## config.mk

```make
export PLATFORM = sky130hd
export DESIGN_NAME = alpha_blend_pipe
export DESIGN_NICKNAME = d
export VERILOG_FILES = /design/src/rtl/alpha_blend_pipe.sv
export SDC_FILE = /design/constraint.sdc
export NUM_CORES = 1
export LEC_CHECK = 0
export BUFFER_PORTS_ARGS = -buffer_cell sky130_fd_sc_hd__buf_2
export CORE_ASPECT_RATIO = 1.5
export CORE_MARGIN = 8
export CORE_UTILIZATION = 58
export DETAILED_ROUTE_END_ITERATION = 7
export PLACE_DENSITY = 0.8
export SKIP_LAST_GASP = 1
export SLEW_MARGIN = 20
export SYNTH_ARGS = -nofsm -noshare
export SYNTH_HDL_FRONTEND = slang
export SYNTH_SLANG_ARGS = --single-unit
```

## constraint.sdc

```tcl
create_clock -name clk_in -period 4.1 [get_ports clk_in]
set_input_delay 0.205 -clock clk_in [delete_from_list [all_inputs] [get_ports clk_in]]
set_output_delay 0.205 -clock clk_in [all_outputs]
set_load 0.05 [all_outputs]
```

## src/rtl/alpha_blend_pipe.sv

```systemverilog
// Two-stage alpha blender (products, then sum/shift/mode select) with colour key, tag sideband and per-frame fade.
// Latency 2 cycles; output holds under out_ready=0, input stalls only when both stages are full and blocked.
module alpha_blend_pipe #(
    parameter int CW  = 4,
    parameter int NCH = 3,
    parameter int AW  = 3,
    parameter int TW  = 21
) (
    input  logic              clk_in,
    input  logic              rst_n_in,
    input  logic [1:0]        mode_in,
    input  logic [AW-1:0]     alpha_in,
    input  logic [NCH*CW-1:0] key_in,
    input  logic              fade_en_in,
    input  logic              in_valid,
    output logic              in_ready,
    input  logic [NCH*CW-1:0] in_a,
    input  logic [NCH*CW-1:0] in_b,
    input  logic [TW-1:0]     in_tag,
    input  logic              in_sof,
    output logic              out_valid,
    input  logic              out_ready,
    output logic [NCH*CW-1:0] out_pixel,
    output logic [TW-1:0]     out_tag,
    output logic [AW-1:0]     alpha_cur_out
);
    localparam int PW  = NCH * CW;
    localparam int PRW = CW + AW;
    localparam int SMW = PRW + 1;
    localparam logic [AW-1:0] FS = AW'(1 << (AW - 1));

    typedef enum logic [1:0] {
        MODE_BLEND     = 2'b00,
        MODE_BOTH      = 2'b01,
        MODE_KEYED     = 2'b10,
        MODE_PASS_A    = 2'b11
    } mode_t;

    logic [AW-1:0]           alpha_cur;
    logic [AW-1:0]           alpha_c;
    logic [AW-1:0]           alpha_n;
    logic                    in_fire;
    logic                    s2_open;
    logic                    s2_valid;

    logic                    s1_valid;
    logic [PW-1:0]           s1_a;
    logic [PW-1:0]           s1_b;
    logic [PW-1:0]           s1_key;
    logic [TW-1:0]           s1_tag;
    mode_t                   s1_mode;
    logic [NCH-1:0][PRW-1:0] s1_pa;
    logic [NCH-1:0][PRW-1:0] s1_pb;

    logic [NCH-1:0][PRW-1:0] prod_a;
    logic [NCH-1:0][PRW-1:0] prod_b;
    logic [NCH-1:0][SMW-1:0] sum;
    logic [PW-1:0]           blend_pix;
    logic [PW-1:0]           sel_pix;

    assign alpha_c       = (alpha_in > FS) ? FS : alpha_in;
    assign alpha_n       = FS - alpha_cur;
    assign s2_open       = !s2_valid || out_ready;
    assign in_ready      = !s1_valid || s2_open;
    assign in_fire       = in_valid && in_ready;
    assign out_valid     = s2_valid;
    assign alpha_cur_out = alpha_cur;

    // The sof pixel is weighted with the pre-step alpha; the step lands with it.
    always_ff @(posedge clk_in or negedge rst_n_in) begin
        if (!rst_n_in) begin
            alpha_cur <= '0;
        end else if (!fade_en_in) begin
            alpha_cur <= alpha_c;
        end else if (in_fire && in_sof) begin
            if (alpha_cur < alpha_c) begin
                alpha_cur <= alpha_cur + AW'(1);
            end else if (alpha_cur > alpha_c) begin
                alpha_cur <= alpha_cur - AW'(1);
            end
        end
    end

    always_comb begin
        prod_a = '0;
        prod_b = '0;
        for (int k = 0; k < NCH; k++) begin
            prod_a[k] = PRW'(in_a[k*CW +: CW]) * PRW'(alpha_cur);
            prod_b[k] = PRW'(in_b[k*CW +: CW]) * PRW'(alpha_n);
        end
    end

    always_ff @(posedge clk_in or negedge rst_n_in) begin
        if (!rst_n_in) begin
            s1_valid <= 1'b0;
            s1_a     <= '0;
            s1_b     <= '0;
            s1_key   <= '0;
            s1_tag   <= '0;
            s1_mode  <= MODE_BLEND;
            s1_pa    <= '0;
            s1_pb    <= '0;
        end else if (in_ready) begin
            s1_valid <= in_valid;
            if (in_valid) begin
                s1_a    <= in_a;
                s1_b    <= in_b;
                s1_key  <= key_in;
                s1_tag  <= in_tag;
                s1_mode <= mode_t'(mode_in);
                s1_pa   <= prod_a;
                s1_pb   <= prod_b;
            end
        end
    end

    // Sum never exceeds (2^CW-1)*FS, so the shifted result always fits CW bits.
    always_comb begin
        sum       = '0;
        blend_pix = '0;
        for (int k = 0; k < NCH; k++) begin
            sum[k] = SMW'(s1_pa[k]) + SMW'(s1_pb[k]);
            blend_pix[k*CW +: CW] = CW'(sum[k] >> (AW - 1));
        end
    end

    always_comb begin
        sel_pix = blend_pix;
        case (s1_mode)
            MODE_BLEND:  sel_pix = blend_pix;
            MODE_BOTH:   sel_pix = ((s1_a != '0) && (s1_b != '0)) ? blend_pix : (s1_a | s1_b);
            MODE_KEYED:  sel_pix = (s1_b == s1_key) ? s1_a : s1_b;
            MODE_PASS_A: sel_pix = s1_a;
            default:     sel_pix = blend_pix;
        endcase
    end

    always_ff @(posedge clk_in or negedge rst_n_in) begin
        if (!rst_n_in) begin
            s2_valid  <= 1'b0;
            out_pixel <= '0;
            out_tag   <= '0;
        end else if (s2_open) begin
            s2_valid <= s1_valid;
            if (s1_valid) begin
                out_pixel <= sel_pix;
                out_tag   <= s1_tag;
            end
        end
    end

endmodule

```

==> qor.txt, run 1 <==
Clock Power Share: 27.5%
clock period minus worst slack: 3.50 ns
antenna violations before repair: 0
global route overflow: 0
Cell Chain, Critical Path: inv_1, ha_1, xor2_1, nand2_1, fa_1, inv_1, ha_1, a21o_1, a21oi_1, xnor2_1, o21ai_0
Post-CTS Resized: 0
WL final: 19.5 mm
leading area contributor after synthesis: dfrtp_1
unrepaired setup endpoints after global routing: no
Post-DP Area: 0.00838 mm^2
worst path bufs/invs: 2
Synth Area in Adders: 12.4%
Die Y: 157 um
CP max-delay cell: dfrtp_1
CTS root buf: clkbuf_16
Multi-input gate area: 0.00413 mm^2
CP delay by family, top: adder cells
Post-DP HPWL: 14.8 mm
Final Max Slew Viols: 0
VDD IR-drop max: 0.331 mV
largest family of logic cells by synthesized area: simple AND/OR/NAND/NOR gates
Fin Setup TNS: 0 ns
Final Cell Area: 0.00897 mm^2
clk_lat worst skew: 0.42 ns
GRT Util Overall: 23.3%
Diodes inserted: 0
commonest non-fill, non-tap cell in the layout: nand2_1
CTS Buf Count: 17
final worst-path cycle share: 85.3%
critical path class: flip-flop to flip-flop
worst slew margin relative to its limit: 34.9%
number of synthesis warnings: 0
DR DRC count: 0
vias: 5,888
commonest non-fill, non-tap cells in the layout: nand2_1 (139), dfrtp_1 (133), buf_2 (104), mux2_2 (73), ha_1 (46)
Placeable Area: 0.0130 mm^2
syn avg cell area: 10.5 um^2
share of layout cells above drive strength 1: 27.1%
full die area: 0.0173 mm^2
Initial Util: 59.2%
Unique masters post-synth: 52
Combinational Power Share: 37.9%
width of the die: 110 um
syn nets: 869
Sw Ratio: 38.9%
First-pass DRT Iterations: 5
Area Growth Syn to Fin: 16.4%
ys async rst share: 100%
status: finished clean
Post-Syn Instances: 736
PwrDens: 614 mW/mm^2
average wire per standard cell: 19.3 um
sequential fraction of design power: 34.6%
max cap viols: 0
Iter 0 DRT Violations: 324
row cnt: 51
Synth area leaders: dfrtp_1 (43%), mux2_2 (11%), ha_1 (7.5%)
Post-Syn Area: 0.00771 mm^2
total leakage power: 4.28 nW
slowest stage delay, CP: 0.67 ns
htree depth: 4
largest net degree at the start of global routing: 70
Post-synth EDFFs: 0
Final ANT Viol Nets: 0
register area: 0.00333 mm^2
Switching Power: 2.14 mW
CTS tree: yes
Sink Count: 133
# fillers: 1,023
worst-margin pin slew: 0.971 ns
Fin. Hold Viols: 0
area share of the largest cell type after synthesis: 43.2%
highest clock rate: 286 MHz
Internal Power: 3.36 mW
Setup crit end kind: flip-flop
first-pass GRT wire length: 31.2 mm
Nets: 972
critical path peak fanout: 17
Yosys reg bits: 133
sequential share of the synthesized area: 43.2%
mux contribution to synthesized area: 11.8%
Fin Clk Skew: 0.0148 ns
Synth Area in XOR/XNOR: 5.34%
final number of setup-violating endpoints: 0
vias in the first global route: 6,272
# IOs: 106
CTS clk-pin slew, worst paths: 0.06 ns
crit start category: flip-flop
ys flop type: dfrtp_1
CTS max path bufs: 2
Synth Area in Simple Gates: 14.4%
final estimated routing congestion in global placement: 0.930
Vias/cell: 5.82
Crit path arrival time: 3.76 ns
Hold Crit Class: input pin to flip-flop
buffers added on ports: 105
CP required: 4.36 ns
compound-gate portion of the synthesized area: 9.59%
setup bufs post-CTS: 0
-- cells by family after synthesis --
logic type | count (synthesis)
XOR/XNOR | 47
multiplexers | 81
AO/OA/AOI/OAI | 106
buffers and inverters | 62
flip-flops | 133
adder cells (fa/ha/maj) | 65
AND/OR/NAND/NOR | 242
-- cell usage after synthesis (all sizes together) (19+ instances only) --
library cell,number
a21oi,24
xnor2,33
dfrtp,133
mux2,76
nor2,22
nand2,140
fa,19
ha,46
and2,42
clkbuf,19
o21ai,27
inv,32
-- state kept, by name, indices dropped and copies added, names as in the netlist, 2 cells and up --
name and flops:
out_tag 21, s1_tag 21, s1_pa 18, s1_pb 18
out_pixel 12, s1_a 12, s1_b 12, s1_key 12
alpha_cur_out 3, s1_mode 2
-- final cells by class --
type / count / share of cell area, %
timing repair buffer: 113 / 6.72
clock buffer: 19 / 4.83
sequential: 133 / 37.1
clock inverter: 13 / 1.66
multi-input combinational: 541 / 46.1
tap: 159 / 2.22
inverter: 33 / 1.38
-- power by group through the flow --
| stage | Sequential [mW] | Clock [mW] | Combinational (mW) |
|---|---|---|---|
| 2_1_floorplan | 2.20 | 0 | 1.20 |
| 3_3_place_gp | 1.91 | 0 | 1.99 |
| 3_5_place_dp | 1.92 | 0 | 2.09 |
| 4_1_cts | 1.90 | 1.52 | 2.10 |
| 5_1_grt | 1.94 | 1.58 | 2.29 |
| 6_report | 1.91 | 1.51 | 2.09 |
-- timing repair --
action / 4_1_cts / 5_1_grt
endpoints found under the setup margin: 0 / 0
hold buffers: 1 / 0
hold endpoints to repair: 55 / 0
-- stage by stage --
step	utilization (%)	hold slack (ns)	power [mW]	instances	setup WS (ns)
after floorplan	-	-0.0906	3.40	736	0.757
after global placement	64.4	0.291	3.90	978	0.755
after detailed placement	64.4	0.306	4.01	978	0.645
after CTS	68.9	0.0111	5.53	1011	0.600
after global routing	68.9	0.0141	5.81	1011	0.325
final	68.9	0.00895	5.50	1011	0.604
-- path summary, 6_finish.rpt --
path	start	endpoint	slack (ns)	depth (start not counted)
worst max-delay path	alpha_cur_out[1]	s1_pb[5]	0.60	11
worst min-delay path	key_in[6]	s1_key[6]	0.009	2
worst max register to register	alpha_cur_out[1]	s1_pb[5]	0.60	11
worst min register to register	s1_tag[0]	out_tag[0]	0.46	2
max in group asynchronous	rst_n_in	s1_b[9]	2.69	3
min in group asynchronous	rst_n_in	out_tag[11]	0.38	2
-- layer usage --
layer | GRT usage, % | wire length, um
met3 | 4.67 | 1080
met2 | 40.8 | 10100
met4 | 9.88 | 515
met5 | 0 | 0
met1 | 26.7 | 7750
(Power assumes the default switching activity.)
==> inputs of run 2 (changes only) <==
--- a/config.mk
+++ b/config.mk
@@ -9,8 +9,9 @@
 export CORE_ASPECT_RATIO = 1.5
 export CORE_MARGIN = 8
 export CORE_UTILIZATION = 58
+export CTS_CLUSTER_SIZE = 28
 export DETAILED_ROUTE_END_ITERATION = 7
-export PLACE_DENSITY = 0.8
+export PLACE_DENSITY_LB_ADDON = 0.15
 export SKIP_LAST_GASP = 1
 export SLEW_MARGIN = 20
 export SYNTH_ARGS = -nofsm -noshare
==> constraint.sdc (replaced) <==
create_clock -name clk_in -period 3.82 [get_ports clk_in]
set_input_delay 0.191 -clock clk_in [delete_from_list [all_inputs] [get_ports clk_in]]
set_output_delay 0.191 -clock clk_in [all_outputs]
set_load 0.05 [all_outputs]
==> run 2 against run 1 <==
Against the previous run:
- global-route usage down 0.33 points
- power up 9.0%
- cell area up 0.60%
- clock power up 15%
- worst setup slack better by 0.19 ns
- sequential cell count unchanged
- routed wire length down 2.2%
- sequential power up 7%
- utilization up 0.41 points
- largest power group unchanged
- highest routed layer unchanged
==> qor.txt, run 2 (synthesis results as in run 1) <==
# IOs: 106
vias in the first global route: 6,132
critical path peak fanout: 17
clock period minus worst slack: 3.03 ns
CTS clk-pin slew, worst paths: 0.06 ns
CTS tree: yes
WL final: 19.1 mm
row cnt: 51
Diodes inserted: 0
PwrDens: 665 mW/mm^2
Final Max Slew Viols: 0
Fin Clk Skew: 0.0131 ns
status: finished clean
Post-DP HPWL: 14.5 mm
Area Growth Syn to Fin: 17.1%
buffers added on ports: 105
Layout Cells excl Fill: 1,010
CTS root buf: clkbuf_16
Internal Power: 3.77 mW
Hold Crit Class: input pin to flip-flop
critical path class: flip-flop to flip-flop
sequential fraction of design power: 34.1%
Setup crit end kind: flip-flop
Die Y: 157 um
Fin Setup TNS: 0 ns
First-pass DRT Iterations: 5
clk_lat worst skew: 0.41 ns
max cap viols: 0
first-pass GRT wire length: 30.8 mm
total leakage power: 4.31 nW
Fin. Hold Viols: 0
VDD IR-drop max: 0.322 mV
CTS max path bufs: 2
Vias/cell: 5.70
Initial Util: 59.2%
CTS Buf Count: 17
final worst-path cycle share: 79.3%
average wire per standard cell: 18.9 um
unrepaired setup endpoints after global routing: no
largest net degree at the start of global routing: 85
crit start category: flip-flop
Sink Count: 133
CP required: 4.09 ns
share of layout cells above drive strength 1: 27.1%
GRT Util Overall: 23.0%
commonest non-fill, non-tap cell in the layout: nand2_1
Clock Power Share: 28.9%
placed cells: 978
htree depth: 4
Placeable Area: 0.0130 mm^2
Combinational Power Share: 37.1%
Switching Power: 2.23 mW
highest clock rate: 330 MHz
vias: 5,761
Largest regs: out_tag x21, s1_tag x21
DR DRC count: 0
worst-margin pin slew: 0.860 ns
antenna violations before repair: 0
final estimated routing congestion in global placement: 0.991
final number of setup-violating endpoints: 0
Crit path arrival time: 3.30 ns
Sw Ratio: 37.2%
global route overflow: 0
Nets: 972
Final ANT Viol Nets: 0
full die area: 0.0173 mm^2
commonest non-fill, non-tap cells in the layout: nand2_1 (139), dfrtp_1 (133), buf_2 (104), mux2_2 (73), ha_1 (46)
Iter 0 DRT Violations: 257
worst slew margin relative to its limit: 42.4%
width of the die: 110 um
## run 2: cell count changes in the layout (fill, tap and decap cells not counted), sizes merged
cell	before	now
inv	36	33
bufinv	2	4
clkbuf	19	20
clkinvlp	3	2
## run 2: what timing repair did
item,CTS,global route
hold buffers,0,1
buffers inserted,0,0
gates resized for setup,0,0
endpoints found under the hold margin,0,82
## run 2: critical path: stages (launching register included)
cell and delay (ns):
dfrtp_1 0.64, inv_1 0.10, ha_1 0.21, xor2_1 0.14, buf_4 0.19, nand2_1 0.09, fa_1 0.60, inv_1 0.06
ha_1 0.30, a21o_1 0.19, a21oi_1 0.17, xnor2_1 0.13, o21ai_0 0.08
## run 2: final cells by class
type	instances	area [um^2]
clock buffers	20	457
well taps	159	199
flip-flops and latches	133	3330
multi-input cells	541	4130
inverters	33	124
clock inverters	11	175
repair buffers	113	607
fillers	1014	4000
## run 2: power groups by stage
stage	Sequential (mW)	Clock, mW	Combinational [mW]
3_3_place_gp	2.05	0	2.15
4_1_cts	2.04	1.75	2.25
6_report	2.04	1.73	2.22
3_5_place_dp	2.06	0	2.23
5_1_grt	2.08	1.82	2.44
2_1_floorplan	2.36	0	1.29
## run 2: through the flow
stage	util (%)	instance area [um^2]	hold slack, ns	power (mW)	worst slack, ns
final	69.3	9020	0.0131	6.00	0.789
after global routing	69.3	9020	0.00430	6.35	0.521
after CTS	69.2	9010	0.00210	6.05	0.753
after detailed placement	64.4	8380	0.429	4.29	0.784
after global placement	64.4	8380	0.424	4.20	0.896
after floorplan	-	7710	-0.105	3.65	0.477
## run 2: path summary, 6_finish.rpt
| path | slack, ns | to | startpoint | cells after the start |
|---|---|---|---|---|
| worst max-delay path | 0.79 | s1_pb[5] | alpha_cur_out[1] | 12 |
| worst min-delay path | 0.01 | s1_tag[13] | in_tag[13] | 2 |
| worst max register to register | 0.79 | s1_pb[5] | alpha_cur_out[1] | 12 |
| worst min register to register | 0.46 | out_tag[5] | s1_tag[5] | 2 |
| max in group asynchronous | 2.56 | s1_a[11] | rst_n_in | 3 |
| min in group asynchronous | 0.40 | out_tag[7] | rst_n_in | 2 |
## run 2: metal layers
metal | vias to the layer above | share of wire, % | global-route usage (%)
met4 | 0 | 2.9 | 9.24
met1 | 2849 | 40 | 27.1
li1 | 2725 | - | -
met3 | 30 | 4.7 | 3.85
met5 | - | 0 | 0
met2 | 157 | 52 | 40.1
==> inputs of run 3 (changes only) <==
==> constraint.sdc (replaced) <==
create_clock -name clk_in -period 2.9 [get_ports clk_in]
set_input_delay 0.145 -clock clk_in [delete_from_list [all_inputs] [get_ports clk_in]]
set_output_delay 0.145 -clock clk_in [all_outputs]
set_load 0.05 [all_outputs]
==> run 3 against run 2 <==
Against the previous run:
- cell area rose by 5.5%
- combinational power increased by 38%
- non-clock buffer count rose by 53
- sequential cell count stayed put
- global-route usage rose by 1.3 points
- routed wire length rose by 3.9%
- largest power group unchanged
- critical path depth did not move
- power grew 30%
- first-iteration DRC count increased by 27%
- register-to-register slack worse by 0.60 ns
- maximum frequency is 12% higher
- cell count up 5.3%
==> qor.txt, run 3 (synthesis results as in run 1) <==
status: finished clean
CP delay by family, top: adder cells
highest clock rate: 369 MHz
total power: 7.82 mW
Final Max Slew Viols: 0
share of layout cells above drive strength 1: 29.2%
Die Y: 157 um
Sink Count: 133
CTS max path bufs: 2
total leakage power: 4.53 nW
Fin Setup TNS: 0 ns
PwrDens: 821 mW/mm^2
Vias/cell: 5.61
Hold Crit Class: input pin to flip-flop
VDD IR-drop max: 0.497 mV
final worst-path cycle share: 93.4%
clock period minus worst slack: 2.71 ns
full die area: 0.0173 mm^2
max cap viols: 0
final estimated routing congestion in global placement: 0.911
Fin Clk Skew: 0.0140 ns
Diodes inserted: 0
critical path peak fanout: 12
critical path class: flip-flop to flip-flop
crit start category: flip-flop
WL final: 19.8 mm
Largest regs: out_tag x21, s1_tag x21
Final ANT Viol Nets: 0
crit path launch: alpha_cur_out[0]
fin util: 73.1%
# IOs: 106
crit path capture: s1_pb[12]
Cell Chain, Critical Path: inv_2, ha_4, xor2_2, buf_4, nand2_1, fa_1, inv_1, ha_1, a21o_1, a21oi_2, xnor2_1, o21ai_0
vias in the first global route: 6,568
critical path depth: 12
# fillers: 954
worst-margin pin slew: 0.685 ns
Post-DP HPWL: 14.8 mm
Iter 0 DRT Violations: 327
Initial Util: 59.2%
CTS root buf: clkbuf_16
Placeable Area: 0.0130 mm^2
final number of setup-violating endpoints: 0
Crit path arrival time: 2.98 ns
CTS tree: yes
RR Endpoint: s1_pb[12]
average wire per standard cell: 18.6 um
CTS clk-pin slew, worst paths: 0.06 ns
commonest non-fill, non-tap cell in the layout: nand2_1
GRT Util Overall: 24.3%
CTS Buf Count: 17
first-pass GRT wire length: 32.5 mm
unrepaired setup endpoints after global routing: no
worst slew margin relative to its limit: 54.4%
width of the die: 110 um
CP required: 3.17 ns
antenna violations before repair: 0
CP max-delay cell: fa_1
row cnt: 51
Fin. Hold Viols: 0
Setup crit end kind: flip-flop
First-pass DRT Iterations: 4
global route overflow: 0
R2R Setup Slk: 0.19 ns
commonest non-fill, non-tap cells in the layout: nand2_1 (137), dfrtp_1 (131), buf_2 (104), mux2_2 (72), ha_1 (42)
largest net degree at the start of global routing: 58
DR DRC count: 0
clk_lat worst skew: 0.41 ns
worst path bufs/invs: 3
Area Growth Syn to Fin: 23.5%
vias: 5,969
Nets: 1,025
Worst R2R Start: alpha_cur_out[0]
slowest stage delay, CP: 0.55 ns
R2R depth: 12
buffers added on ports: 105
htree depth: 4
-- run 3: cell count changes in the layout (fill, tap and decap cells not counted), sizes merged --
cell         previous run  this run
clkbuf                 20        19
buf                   112       128
clkinv                  5         9
dlygate4sd3             1        38
bufinv                  4         2
-- run 3: layout make-up --
class / count / area [um^2] / area share, %
clock inverter: 13 / 131 / 1.38
sequential: 133 / 3330 / 35.0
timing repair buffer: 166 / 1110 / 11.6
tap: 159 / 199 / 2.09
clock buffer: 19 / 443 / 4.65
inverter: 33 / 126 / 1.33
multi-input combinational: 541 / 4180 / 43.9
-- run 3: worst min-delay path: stages --
cell,delay (ns)
buf_2,0.13
nand2_1,0.06
o21ai_0,0.06
-- run 3: worst min-delay path by stage --
stage,startpoint,to,slack [ns],cells past startpoint
global route,in_a[11],s1_a[11],0.02,2
floorplan,rst_n_in,alpha_cur_out[0],-0.15,0
global placement,rst_n_in,s1_tag[9],0.21,1
finish,in_a[0],s1_pa[0],0.02,3
detailed placement,rst_n_in,out_tag[9],0.22,1
CTS,in_a[11],s1_a[11],0.008,2
-- run 3: repair_timing --
action                                  4_1_cts  5_1_grt
gates resized for setup                       0        2
hold endpoints to repair                     87        0
setup buffers                                 0        0
hold buffers                                 38        0
endpoints found under the setup margin        0        1
-- run 3: through the flow --
step           setup WS, ns  std cells  area (um^2)  hold WS [ns]
3_3_place_gp          0.272        994         8570         0.215
6_report              0.192       1064         9520        0.0234
2_1_floorplan       0.00118        736         7780        -0.151
5_1_grt             0.00763       1064         9520        0.0186
3_5_place_dp          0.120        994         8570         0.221
4_1_cts               0.137       1064         9520       0.00760
-- run 3: per-layer routing --
metal	vias to the layer above	share of wire [%]	routed length, um	global-route usage (%)
met5	-	0	0	0
met3	53	4.7	935	4.42
met2	171	52	10400	42.9
li1	2833	-	-	-
met4	0	3.3	650	10.6
met1	2912	40	7820	27.5
-- run 3: where the power goes --
part	leakage (nW)	total [mW]	switching, mW	internal (mW)
sequential	1.59	2.67	0.358	2.31
clock	0.283	2.09	0.806	1.28
combinational	2.66	3.07	1.81	1.25
total	4.53	7.82	2.98	4.84
